--- config.mk ---
export PLATFORM = sky130hd
export DESIGN_NAME = alu_vector_sequencer
export DESIGN_NICKNAME = d
export VERILOG_FILES = /design/src/rtl/alu_vector_sequencer.sv
export SDC_FILE = /design/constraint.sdc
export NUM_CORES = 1
export LEC_CHECK = 0
export CAP_MARGIN = 20
export CELL_PAD_IN_SITES_DETAIL_PLACEMENT = 0
export CELL_PAD_IN_SITES_GLOBAL_PLACEMENT = 1
export CORE_ASPECT_RATIO = 0.6
export CORE_MARGIN = 2
export CORE_UTILIZATION = 33
export CTS_CLUSTER_DIAMETER = 60
export DETAILED_ROUTE_END_ITERATION = 6
export GPL_TIMING_DRIVEN = 0
export PLACE_DENSITY = 0.75
export SETUP_SLACK_MARGIN = 0.2
export SLEW_MARGIN = 10
export SYNTH_ARGS = -nofsm -noshare
export SYNTH_HDL_FRONTEND = slang
export SYNTH_SLANG_ARGS = --single-unit
--- constraint.sdc ---
create_clock -name clk -period 1.9 [get_ports clk]
set_input_delay 0.475 -clock clk [delete_from_list [all_inputs] [get_ports clk]]
set_output_delay 0.475 -clock clk [all_outputs]
set_load 0.02 [all_outputs]
--- src/rtl/alu_vector_sequencer.sv ---
// BIST initiator for the 4-bit ALU: fetches vectors, drives S/A/B, samples R
// after a settle delay, counts mismatches and reports each one with a pulse.
module alu_vector_sequencer #(
    parameter int ADDR_W = 8,
    parameter int SETTLE = 1,
    parameter int ERR_W  = 15
) (
    input  logic              clk,
    input  logic              reset,
    input  logic              start,
    output logic              busy,
    output logic              done,
    output logic              vec_rd_en,
    output logic [ADDR_W-1:0] vec_addr,
    input  logic [20:0]       vec_data,
    output logic [2:0]        alu_s,
    output logic [3:0]        alu_a,
    output logic [3:0]        alu_b,
    input  logic [7:0]        alu_r,
    output logic [ADDR_W:0]   vec_count,
    output logic [ERR_W-1:0]  err_count,
    output logic              fail_valid,
    output logic [20:0]       fail_vector,
    output logic [7:0]        fail_actual
);

    typedef enum logic [2:0] {IDLE, FETCH, LOAD, WAIT, CHECK, DONE} state_t;

    localparam logic [ADDR_W-1:0] LAST_ADDR = '1;
    localparam logic [ERR_W-1:0]  ERR_MAX   = '1;
    // WAIT exits when the down-counter reaches zero, so it is loaded with SETTLE-1.
    localparam logic [3:0]        WAIT_INIT = (SETTLE > 0) ? 4'(SETTLE - 1) : 4'd0;
    localparam state_t            AFTER_LOAD = (SETTLE > 0) ? WAIT : CHECK;

    state_t      state_reg;
    logic [3:0]  wait_reg;
    logic [7:0]  exp_reg;
    logic [20:0] vec_reg;

    always_ff @(posedge clk) begin
        if (!reset) begin
            state_reg   <= IDLE;
            busy        <= 1'b0;
            done        <= 1'b0;
            vec_rd_en   <= 1'b0;
            vec_addr    <= '0;
            alu_s       <= '0;
            alu_a       <= '0;
            alu_b       <= '0;
            vec_count   <= '0;
            err_count   <= '0;
            fail_valid  <= 1'b0;
            fail_vector <= '0;
            fail_actual <= '0;
            wait_reg    <= '0;
            exp_reg     <= '0;
            vec_reg     <= '0;
        end else begin
            vec_rd_en  <= 1'b0;
            fail_valid <= 1'b0;
            case (state_reg)
                IDLE, DONE: begin
                    if (start) begin
                        vec_count <= '0;
                        err_count <= '0;
                        vec_addr  <= '0;
                        done      <= 1'b0;
                        busy      <= 1'b1;
                        vec_rd_en <= 1'b1;
                        state_reg <= FETCH;
                    end
                end
                FETCH: state_reg <= LOAD;
                LOAD: begin
                    // An all-zero word ends the run without being counted.
                    if (vec_data == 21'd0) begin
                        busy      <= 1'b0;
                        done      <= 1'b1;
                        state_reg <= DONE;
                    end else begin
                        alu_s     <= vec_data[20:18];
                        alu_a     <= vec_data[17:14];
                        alu_b     <= vec_data[13:10];
                        exp_reg   <= vec_data[7:0];
                        vec_reg   <= vec_data;
                        wait_reg  <= WAIT_INIT;
                        state_reg <= AFTER_LOAD;
                    end
                end
                WAIT: begin
                    if (wait_reg == 4'd0) begin
                        state_reg <= CHECK;
                    end else begin
                        wait_reg <= wait_reg - 1'b1;
                    end
                end
                CHECK: begin
                    vec_count <= vec_count + 1'b1;
                    if (alu_r != exp_reg) begin
                        if (err_count != ERR_MAX) begin
                            err_count <= err_count + 1'b1;
                        end
                        fail_valid  <= 1'b1;
                        fail_vector <= vec_reg;
                        fail_actual <= alu_r;
                    end
                    // The last address ends the run instead of wrapping to 0.
                    if (vec_addr == LAST_ADDR) begin
                        busy      <= 1'b0;
                        done      <= 1'b1;
                        state_reg <= DONE;
                    end else begin
                        vec_addr  <= vec_addr + 1'b1;
                        vec_rd_en <= 1'b1;
                        state_reg <= FETCH;
                    end
                end
                default: state_reg <= IDLE;
            endcase
        end
    end

endmodule
### Word level (Yosys, flattened, before mapping)

Cells that the tools add are included.

* $add $sub $neg: 4
* $mul: 0
* divide/modulo/power cells: 0
* $lt $le $gt $ge: 0
* equality and inequality tests: 17
* shift operators: 0
* mux-type cells: 29
* bitwise logic cells: 1
* reduce and logical (&&, ||, !) cells: 16

Operators by type and width (count)
* $mux W15: 3
* $pmux W15 S2: 1
* $logic_not A21 Y1: 1
* $ne A2 B2 Y1 const B: 9
* $pmux W9 S2: 1
* $mux W8: 2
* $pmux W8 S2: 1
* $add A15 B1 Y15 const B: 1
* $ne A15 B15 Y1 const B: 1
* $pmux W3 S5: 1
* $mux W3: 4
* $reduce_and A2 Y1: 5
* $add A9 B1 Y9 const B: 1
* $mux W1: 9
* $mux W9: 1
* $add A8 B1 Y8 const B: 1
* $eq A8 B8 Y1 const B: 1
* $mux W4: 2
* $ne A8 B8 Y1: 1
* $pmux W4 S2: 1
* $reduce_and A4 Y1: 2
* $eq A3 B2 Y1 const B: 2
* $eq A3 B3 Y1 const B: 2
* $pmux W1 S3: 2
* other kinds (10): 12

* register bits: 112
* latch bits: 0
* bits in writable memories: 0
* bits in read-only memories: 0
* input port bits: 32
* output and inout bits: 76
* logic and storage cells: 83
* memories: 0

### Longest topological paths before layout

* depth after elaboration: 4
* gate-level depth with buffers: 7
* depth with buffers taken out: 7

### Least setup slack after synthesis

No wires, ideal clock.

* path type: input -> register
* start: in alu_r[5]
* end: reg fail_vector[11]
* library setup time: 0.128 ns
* arrival: 1.826 ns
* required time: 1.772 ns
* slack: -0.053 ns
* stages on the path: 7
* buffers on the path: 2
* path through: xor2_1 nor4_1 a21o_1 buf_2 buf_2 mux2i_1 nor2_1

* longest elaborated chain between the ends: 2

Ends and longest elaborated chain
* start, declared: RTL line 19 `input logic [7:0] alu_r,`
* $ne A8 B8 Y1: RTL line 99 `if (alu_r != exp_reg) begin`
* $reduce_and A2 Y1 (no line)
* end signal, assigned: RTL line 104 `fail_vector <= vec_reg;`
* end, declared: RTL line 23 `output logic [20:0] fail_vector,`

Every way passes these cells.
A chain may end at the register's enable or synchronous reset.

### Worst setup path in the final report

* start: reg state_reg[0]
* end: reg err_count[9]

* longest elaborated chain between the ends: 4
* elaborated cells between the ends (all ways): 10
* classes of those cells: eq/ne: 5; mux: 1; reduce/logical: 4

Ends and longest elaborated chain
* start, declared: RTL line 35 `state_t state_reg;`
* start signal, assigned: RTL line 42 `state_reg <= IDLE;`
* start signal, assigned: RTL line 70 `state_reg <= FETCH;`
* start signal, assigned: RTL line 73 `FETCH: state_reg <= LOAD;`
* $eq A3 B3 Y1 or $logic_not A3 Y1 (tied branches): RTL line 61 `case (state_reg)`
* $reduce_or A2 Y1: RTL line 61
* $ne A2 B2 Y1 (no line) or $reduce_bool A2 Y1 (tied branches)
* $reduce_and A4 Y1 (no line)
* end signal, assigned: RTL line 101 `err_count <= err_count + 1'b1;`
* end, declared: RTL line 21 `output logic [ERR_W-1:0] err_count,`

Parallel ways exist; a longest one is shown, timed or not.

==> results.txt <==
- The run finished, with violations left.
* Violations in the final reports: negative setup slack
- Total number of vias: 4389
- Total Wirelength: 15.1 mm
- The signal on the critical path passes through or3b_4 > buf_6 > a21o_1 > buf_6 > buf_6 > or4_1 > a21oi_1.
- For the pin with the worst max-slew slack, the measured transition is 502 ps.
- Critical-path maximum fanout: 6
- The final number of hold-violating endpoints came to 0.
- STA classifies the critical path startpoint as a flip-flop.
- The worst register-to-register path ends at err_count[9].
- CTS tree: yes
- The clock tree synthesis step divided the H-tree into 3 levels.
- The die covers 13900 um^2.
* MaxCap Viol Count: 0
* Number of warning messages in the yosys log: 0
- The core region is 12700 um^2.
- For the worst setup path, the data required time is 2170 ps.
- Total nets after synthesis: 528
- Portion of the clock cycle consumed by the worst path in the final layout: 1.03
* CP endpoint: err_count[9]
* Hold buffers post-CTS: 0
- The number of different library cells used by synthesis comes to 51.
* Post-synthesis instance area: 4260 um^2
* Remaining number of nets flagged by the antenna check after routing: 0
- Largest register FFs: 21
- Global routing finished with a remaining overflow of 0.
- Max-Slew Margin vs Limit: 0.665
- Starting utilization of the core area: 0.335
- Number of flip-flops and latches in the synthesized netlist: 93
* Worst path max stage delay: 420 ps
- Commonest cells after routing, fill and taps aside: 77 x dlygate4sd2_1, 74 x dfxtp_1, 64 x nor2_1
- Input and output buffers added on the ports amount to 106.
* Area share of the largest cell type after synthesis: 0.437
- Counting the buffers created by CTS gives 9.
- Detailed-route vias per instance: 5.25
- Setup TNS: -139 ps
- For this run, the share of the core covered by cells in the final layout is 0.559.
- In the routed design, unresolved DRC markers number 0.
- Via count of the first global-routing pass: 4259
- Post-synth EDFFs: 0
- Setup violations remaining at the end of the flow were counted as 3.
* Sum of buffers and inverters on the critical path: 3
- In this run the number of cells on the critical path is 7.
- For this block, the initial DRC count from the detailed router was 332.
- Unrepaired setup endpoints after global routing: yes
- In this run the power density over the cells is 653 nW/um^2.
- Grouping stages by cell kind, the critical path spends the most delay in simple AND/OR/NAND/NOR gates.
* IR drop worst, VDD: 0.411 mV
- Total global-route track usage: 0.218
- Clock skew on the completed layout was measured at 7.75 ps.
* Cell with the largest stage delay on the worst path: or4_1
* Category of the worst setup path capture point: flip-flop
- Async SR Flop Fraction: 0
- Measured along the y axis, the die boundary spans 92.0 um.
- After layout, the minimum clock period comes to 1960 ps.
- Largest registers in the final layout: fail_vector: 21 flops, err_count: 15 flops, vec_count: 9 flops
- More flip-flops sit in one register than any other, and that register is fail_vector.
- The initial antenna violation count came to 0.
* Flop2flop setup slack: -60 ps
- Gp weighted congestion: 0.821
- Final net count: 697
- Timing would allow up to 509 MHz.
- For this design the static power due to leakage is 3.22 nW.
* Top-level I/O count: 108
- Iteration count of the initial detailed-routing pass: 5
- The min-delay analysis places its worst path in the category primary input to flip-flop.
- Post-layout worst setup margin: -63.4 ps
- Layout cells sized above 1: 0.326
- Register-to-Register Path Depth: 7
- The floorplan has 32 rows.
- The critical path starts at state_reg[0].
- In the synthesized netlist, the number of instances is 492.
- Detailed placement finished with a half-perimeter wire length of 9.71 mm.
- The worst register-to-register path begins at state_reg[0].
- Cell at the root of the clock tree: clkbuf_16
- Once placement completed, the tool counted placed cells totaling 768.
- 0 antenna diodes ended up in the layout.
* Area Overhead vs Synth: 66.9%
- CTS saw 93 sinks.
* Wire length of the first global-routing pass: 23.3 mm
- Fin cells: 836
* Pins Over Slew Limit: 0
- Critical path data arrival time: 2230 ps
- Post-Synthesis Mean Instance Area: 8.66 um^2
- By startpoint and endpoint, the worst setup path is classified as flip-flop to flip-flop.
- Most frequent standard cell in the layout excluding fill and tap cells: dlygate4sd2_1
- Width of the die: 151 um
* Area leader, netlist: dfxtp_1
- The most used flip-flop cell after synthesis is dfxtp_1.
- Start point of the worst hold path: vec_data[5]
- Most numerous cell on the critical path: buf_6
* Leading post-synthesis cells by cell area: dfxtp_1 44%, mux2i_1 11%, nor2_1 6.3%
* Sequential fraction of the synthesis area: 0.437
- Along the worst hold path, the cell count comes to 3.
- After clock tree synthesis, the clock-pin slew on the worst setup and hold paths is 70 ps.
* Pin count of the biggest net entering global routing: 18
- Per-cell routed wire length: 18.1 um
- Buffer depth of the longest clock path: 2
- Later-pin clock latency in the skew report: 350 ps
[report_power, final]
group	switching, mW	internal [mW]
logic	0.415	0.394
registers	0.0456	1.99
clock network	0.853	0.947
[through the flow]
| stage | hold WS [ps] | power [mW] | setup WS [ps] | instance area (um^2) |
|---|---|---|---|---|
| after floorplan | 436 | 2.40 | 131 | 4390 |
| after global placement | 459 | 2.63 | -642 | 5670 |
| after detailed placement | 465 | 2.64 | -689 | 5670 |
| after CTS | 386 | 4.56 | -6.09 | 6680 |
| after global routing | 360 | 4.81 | -101 | 7110 |
| final | 364 | 4.65 | -63.4 | 7110 |
[cells in the mapped netlist (4+ instances only)]
cell / count
nand3_1: 19
clkbuf_1: 20
nor3_1: 7
nand2_1: 38
and2_1: 5
o211ai_1: 5
or2_2: 4
nor4_1: 12
mux2i_1: 47
nand4_1: 10
o31a_1: 5
o31ai_1: 5
a21oi_1: 29
and3_1: 11
nand3b_1: 5
buf_2: 9
ha_1: 4
inv_1: 4
a31oi_1: 8
o21ai_0: 14
xor2_1: 8
dfxtp_1: 93
buf_4: 12
or4_1: 5
nor2_1: 72
[worst min-delay path by stage]
stage | end | slack, ps
after floorplan | vec_reg[8] | 440
after global placement | vec_reg[8] | 460
after detailed placement | vec_reg[8] | 470
after CTS | alu_a[1] | 390
after global routing | exp_reg[5] | 360
final | exp_reg[5] | 360
[timing repair]
item                       4_1_cts  5_1_grt
buffers inserted                29       15
hold endpoints to repair         0        0
gates cloned                     7        1
setup endpoints to repair      167       97
pin swaps                       52       55
gates resized for setup        238      126
[area by class of cell]
cell class | count | area, um^2
plain buffers | 41 | 385
fillers | 1130 | 5620
clock inverters | 6 | 53.8
flip-flops and latches | 93 | 1900
well taps | 170 | 213
repair buffers | 158 | 1570
inverters | 5 | 18.8
multi-input cells | 353 | 2730
clock buffers | 10 | 239
[cell families (layout without fill, tap and decap cells)]
logic type               Yosys count  in the layout  share of synthesized area
AO/OA/AOI/OAI                     87             87                      0.129
XOR/XNOR                           9              9                     0.0185
adder cells (fa/ha/maj)            4              4                     0.0117
buffers and inverters             46            220                     0.0537
flip-flops                        93             93                      0.437
multiplexers                      49             49                      0.116
AND/OR/NAND/NOR                  204            204                      0.235
[worst min-delay path: cells and delay by family]
kind	cells	cell delay (ps)
buffers and inverters	1	80
multiplexers	1	50
AND/OR/NAND/NOR	1	70
[routing by layer]
layer	global-route usage	vias up	share of wire	routed length, um
met3	0.0517	13	0.056	850
li1	-	2097	-	-
met5	0	-	0	0
met4	0.0545	0	0.011	159
met2	0.304	142	0.43	6460
met1	0.334	2137	0.51	7650
Power figures use the tool's default switching activity.
==> edit 1 (same settings) <==
Register the output `fail_vector` once more, with the module's reset; this adds one clock of latency there. The other outputs are not delayed to match.
--- a/src/rtl/alu_vector_sequencer.sv
+++ b/src/rtl/alu_vector_sequencer.sv
@@ -33,4 +33,6 @@
     localparam state_t            AFTER_LOAD = (SETTLE > 0) ? WAIT : CHECK;
 
+    logic [20:0] fail_vector_s0;
+
     state_t      state_reg;
     logic [3:0]  wait_reg;
@@ -51,5 +53,5 @@
             err_count   <= '0;
             fail_valid  <= 1'b0;
-            fail_vector <= '0;
+            fail_vector_s0 <= '0;
             fail_actual <= '0;
             wait_reg    <= '0;
@@ -102,5 +104,5 @@
                         end
                         fail_valid  <= 1'b1;
-                        fail_vector <= vec_reg;
+                        fail_vector_s0 <= vec_reg;
                         fail_actual <= alu_r;
                     end
@@ -121,3 +123,11 @@
     end
 
+    always_ff @(posedge clk) begin
+        if (!reset) begin
+            fail_vector <= '0;
+        end else begin
+            fail_vector <= fail_vector_s0;
+        end
+    end
+
 endmodule
Formal check against the unedited RTL: not equivalent (a bounded check fails within 10 cycles, from zero or initial values and one cycle with reset low).
==> edit 1 against the unedited design <==
- the flow still finishes with violations (negative setup slack)
- design area up 9.2%
- wire length rose by 6.6%
- combinational power decreased by 26%
- synthesized area grew 12%
- clock power grew 68%
- total power is 31% higher
- critical path depth unchanged
- sequential cell count increased by 21
- worst setup slack lost 0.088 ns
- first-iteration DRC count grew 3.0%
- sequential power is 21% higher
==> edit 1: results (changes against the unedited design) <==
{
  "yosys": {
    "yosysUniqueCellTypes": {"value": 48, "change": "-5.9%"},
    "main_area_contributors_after_synthesis": "sky130_fd_sc_hd__dfxtp_1 (48%), sky130_fd_sc_hd__mux2i_1 (6.9%), sky130_fd_sc_hd__nand2_1 (4.8%)",
    "synth.cells.most_frequent": "sky130_fd_sc_hd__dfxtp_1 (114), sky130_fd_sc_hd__nand2_1 (61), sky130_fd_sc_hd__nor2_1 (51)",
    "synth_compound_gate_area_share": {"value": 0.121, "change": "-0.00800"},
    "synthesis.nets": {"value": 581, "change": "+10%"},
    "synth_seq_cells": {"value": 114, "change": "+23%"},
    "synth.area.mux_share": {"value": 0.0737, "change": "-0.0419"}
  },
  "sta": {
    "worst_hold_slack": {"value": 0.313, "unit": "ns", "change": "-0.0510 ns"},
    "fin_ws": {"value": -0.152, "unit": "ns", "change": "-0.0884 ns"},
    "total_negative_setup_slack": {"value": -2.25, "unit": "ns", "change": "-2.11 ns"},
    "final-setup-viol-count": {"value": 40, "change": "+37"},
    "worst_clock_skew": {"value": 0.00727, "unit": "ns", "change": "-0.000482 ns"}
  },
  "hold_path": {
    "hold_path_end": "alu_a[1]",
    "hold_path_origin": "vec_data[15]"
  },
  "placement": {
    "place_congestion": {"value": 0.837, "change": "+2.0%"},
    "detailedPlacementHpwl": {"value": 10200, "unit": "um", "change": "+4.9%"},
    "pre_cts_slack": {"value": -0.861, "unit": "ns", "change": "-0.172 ns"}
  },
  "finish": {
    "final-nonclk-buf-share": {"value": 0.243, "change": "-0.0318"},
    "layout.non_clock_buffers": {"value": 203, "change": "+2.0%"},
    "multi_input_area": {"value": 0.00273, "unit": "mm2", "change": "+0.18%"},
    "nMultiInputCombCells": {"value": 382, "change": "+8.2%"},
    "nets": {"value": 758, "change": "+8.8%"},
    "final_layout_clock_cell_area_share": {"value": 0.0722, "change": "+0.0310"},
    "n_fill_cell": {"value": 1264, "change": "+12%"}
  },
  "critical_path": {
    "crit-reg2reg-capture": "err_count[11]",
    "critPathArrivalTime": {"value": 2.36, "unit": "ns", "change": "+0.13 ns"},
    "critical_path.max_stage_delay": {"value": 0.51, "unit": "ns", "change": "+0.09 ns"},
    "crit_fanout": {"value": 3, "change": "-3"}
  },
  "run_status": {
    "outcome": "finished with violations",
    "failed_checks": "negative setup slack"
  },
  "pwr": {
    "leakagePower": {"value": 3.47, "unit": "nW", "change": "+7.7%"},
    "worst_ir_drop_vdd": {"value": 0.688, "unit": "mV", "change": "+67%"}
  },
  "global_route": {
    "pin_count_of_the_biggest_net_entering_global_routing": {"value": 17, "change": "-1"}
  },
  "route": {
    "detail_route.iter0.violations": {"value": 342, "change": "+3.0%"},
    "wirelength": {"value": 16100, "unit": "um", "change": "+6.6%"},
    "via_per_inst": {"value": 5.11, "change": "-2.8%"},
    "drt_pre_antenna_iters": {"value": 7, "change": "+2"}
  },
  "clock_tree": {
    "cts_buffers": {"value": 17, "change": "+8"}
  }
}
## edit 1: cell types whose count changed after synthesis, moves of 6 or more
cell / delta
sky130_fd_sc_hd__a21oi_1: -9
sky130_fd_sc_hd__and2_1: +18
sky130_fd_sc_hd__buf_2: -6
sky130_fd_sc_hd__dfxtp_1: +21
sky130_fd_sc_hd__mux2i_1: -14
sky130_fd_sc_hd__nand2_1: +23
sky130_fd_sc_hd__nand3_1: +26
sky130_fd_sc_hd__nor2_1: -21
sky130_fd_sc_hd__o21ai_0: +21
## edit 1: what timing repair did
item | in CTS | in global routing
pin swaps | 31 | 24
endpoints found under the setup margin | 171 | 108
buffers inserted | 29 | 18
cloned | 5 | 1
resized for setup | 240 | 139
## edit 1: worst max-delay path by stage
stage,end,slack (ns),cells past startpoint,from
after floorplan,err_count[11],0.009,6,state_reg[0]
after global placement,wait_reg[3],-0.84,7,vec_data[6]
after detailed placement,fail_vector_s0[9],-0.86,8,alu_r[1]
after CTS,err_count[11],-0.13,7,state_reg[0]
after global routing,err_count[11],-0.20,7,state_reg[0]
final,err_count[11],-0.15,7,state_reg[0]
## edit 1: cells by family after synthesis
| kind of cell | count (synthesis) |
|---|---|
| AND/OR/NAND/NOR | 242 |
| buffers and inverters | 49 |
| AO/OA/AOI/OAI | 92 |
| XOR/XNOR | 9 |
| flip-flops | 114 |
| multiplexers | 35 |
| adder cells (fa/ha/maj) | 4 |
## edit 1: per-stage QoR
stage               instances  utilization
global placement          849        0.427
finish                    933        0.542
floorplan                 545            -
detailed placement        849        0.427
global route              933        0.542
CTS                       914        0.513
## edit 1: layer usage
layer  global-route usage  vias to the layer above  wire, um
li1                     -                     2269         -
met1                0.297                     2297      8080
met2                0.290                      180      6760
met3               0.0559                       17      1080
met4               0.0692                        0       208
met5                    0                        -         0
==> edit 2 (same flow settings) <==
Made on the original files. Change the parameter `ERR_W` from 15 to 17.
--- a/src/rtl/alu_vector_sequencer.sv
+++ b/src/rtl/alu_vector_sequencer.sv
@@ -4,5 +4,5 @@
     parameter int ADDR_W = 8,
     parameter int SETTLE = 1,
-    parameter int ERR_W  = 15
+    parameter int ERR_W  = 17
 ) (
     input  logic              clk,
Ports: changed (resized err_count); port bits go from 108 to 110. No check against the original RTL was run, so the function may have changed too.
==> edit 2 against the unedited design <==
- wire length is 8.2% higher
- via count rose by 8.3%
- worst setup slack got worse by 0.18 ns
- largest cell class unchanged
- sequential share of layout area up 0.57 points
- sequential cell count rose by 2
- the run still ends with negative setup slack left
- design area grew 0.18%
- synthesized area increased by 2.2%
- total power rose by 0.39%
- first-iteration DRC count shrank 14%
==> edit 2: results (changes against the unedited design) <==
{
  "finish": {
    "nMultiInputCombCells": {"value": 364, "change": "+3.1%"},
    "non_clock_inverter_count": {"value": 9, "change": "+4"},
    "n_fill_cell": {"value": 1166, "change": "+3.2%"},
    "finish.utilization": {"value": 0.554, "change": "-0.00425"},
    "final_layout_clock_cell_area_share": {"value": 0.0418, "change": "+0.000630"},
    "final-nonclk-buf-share": {"value": 0.272, "change": "-0.00294"},
    "reg_top3": "fail_vector: 21 flops, err_count: 17 flops, vec_count: 9 flops",
    "fraction_of_standard_cell_area_in_multi_input_logic": {"value": 0.378, "change": "-0.00594"},
    "layout.non_clock_buffers": {"value": 212, "change": "+6.5%"}
  },
  "global_route": {
    "grt_pass1_wl": {"value": 24200, "unit": "um", "change": "+4.1%"},
    "grt_use_total": {"value": 0.217, "change": "-0.00118"}
  },
  "pwr": {
    "worst_ir_drop_vdd": {"value": 0.417, "unit": "mV", "change": "+1.4%"},
    "power.density": {"value": 655, "unit": "mW/mm2", "change": "+0.21%"},
    "power.internal": {"value": 3.32, "unit": "mW", "change": "-0.33%"}
  },
  "sta": {
    "total_negative_setup_slack": {"value": -2.82, "unit": "ns", "change": "-2.69 ns"},
    "final-setup-viol-count": {"value": 17, "change": "+14"},
    "fin_ws": {"value": -0.239, "unit": "ns", "change": "-0.175 ns"}
  },
  "placement": {
    "place_congestion": {"value": 0.852, "change": "+3.9%"},
    "place_inst": {"value": 787, "change": "+2.5%"},
    "placed_cell_area": {"value": 0.00571, "unit": "mm2", "change": "+0.82%"},
    "pre_cts_slack": {"value": -0.657, "unit": "ns", "change": "+0.0321 ns"}
  },
  "run_status": {
    "outcome": "finished with violations",
    "failed_checks": "negative setup slack"
  },
  "route": {
    "wirelength": {"value": 16400, "unit": "um", "change": "+8.2%"}
  },
  "yosys": {
    "synth_seq_cells": {"value": 95, "change": "+2.2%"},
    "synthCells": {"value": 509, "change": "+3.5%"},
    "synth_compound_gate_area_share": {"value": 0.152, "change": "+0.0231"},
    "synth.area.mux_share": {"value": 0.0744, "change": "-0.0413"},
    "synth.cells.most_frequent": "sky130_fd_sc_hd__dfxtp_1 (95), sky130_fd_sc_hd__nor2_1 (49), sky130_fd_sc_hd__nand3_1 (45)",
    "synth_fa_ha_area_frac": {"value": 0.0144, "change": "+0.00262"},
    "main_area_contributors_after_synthesis": "sky130_fd_sc_hd__dfxtp_1 (44%), sky130_fd_sc_hd__mux2i_1 (6.7%), sky130_fd_sc_hd__nand3_1 (5.2%)",
    "yosysUniqueCellTypes": {"value": 58, "change": "+14%"}
  },
  "critical_path": {
    "critPathArrivalTime": {"value": 2.36, "unit": "ns", "change": "+0.13 ns"}
  },
  "clock_tree": {
    "post_cts.repair.setup_buffers": {"value": 36, "change": "+24%"},
    "cts_resized": {"value": 223, "change": "-6.3%"}
  }
}
[edit 2: critical path, cell delays in order (launching register included)]
cell and delay, ns:
sky130_fd_sc_hd__dfxtp_4 0.37, sky130_fd_sc_hd__ha_4 0.12, sky130_fd_sc_hd__and3_4 0.18, sky130_fd_sc_hd__buf_8 0.09, sky130_fd_sc_hd__and2_4 0.15, sky130_fd_sc_hd__nand3_4 0.07, sky130_fd_sc_hd__nor2_4 0.12, sky130_fd_sc_hd__ha_4 0.18
sky130_fd_sc_hd__a2111oi_4 0.04, sky130_fd_sc_hd__buf_6 0.14, sky130_fd_sc_hd__buf_12 0.12, sky130_fd_sc_hd__and3_4 0.16, sky130_fd_sc_hd__a221o_1 0.25
[edit 2: worst max-delay path by stage]
| stage | start | to | slack, ns | cells after the start |
|---|---|---|---|---|
| detailed placement | vec_data[10] | alu_b[1] | -0.66 | 7 |
| floorplan | err_count[1] | err_count[7] | -0.16 | 12 |
| global route | err_count[1] | err_count[13] | -0.31 | 12 |
| CTS | err_count[1] | err_count[7] | -0.29 | 12 |
| global placement | vec_data[10] | alu_b[2] | -0.63 | 6 |
| finish | err_count[1] | err_count[13] | -0.24 | 12 |
[edit 2: per-layer routing]
layer	GRT usage	vias up	share of wire	routed length [um]
met2	0.316	200	0.43	6980
met4	0.0623	0	0.017	274
met5	0	-	0	0
met3	0.0445	29	0.073	1200
li1	-	2210	-	-
met1	0.322	2315	0.48	7900
[edit 2: cell families (layout without fill, tap and decap cells)]
logic type | count (synthesis) | count (layout)
xor+xnor | 10 | 10
compound gates | 106 | 106
simple gates | 211 | 211
flops | 95 | 95
buf+inv | 50 | 237
fa+ha+maj | 5 | 5
mux | 32 | 32
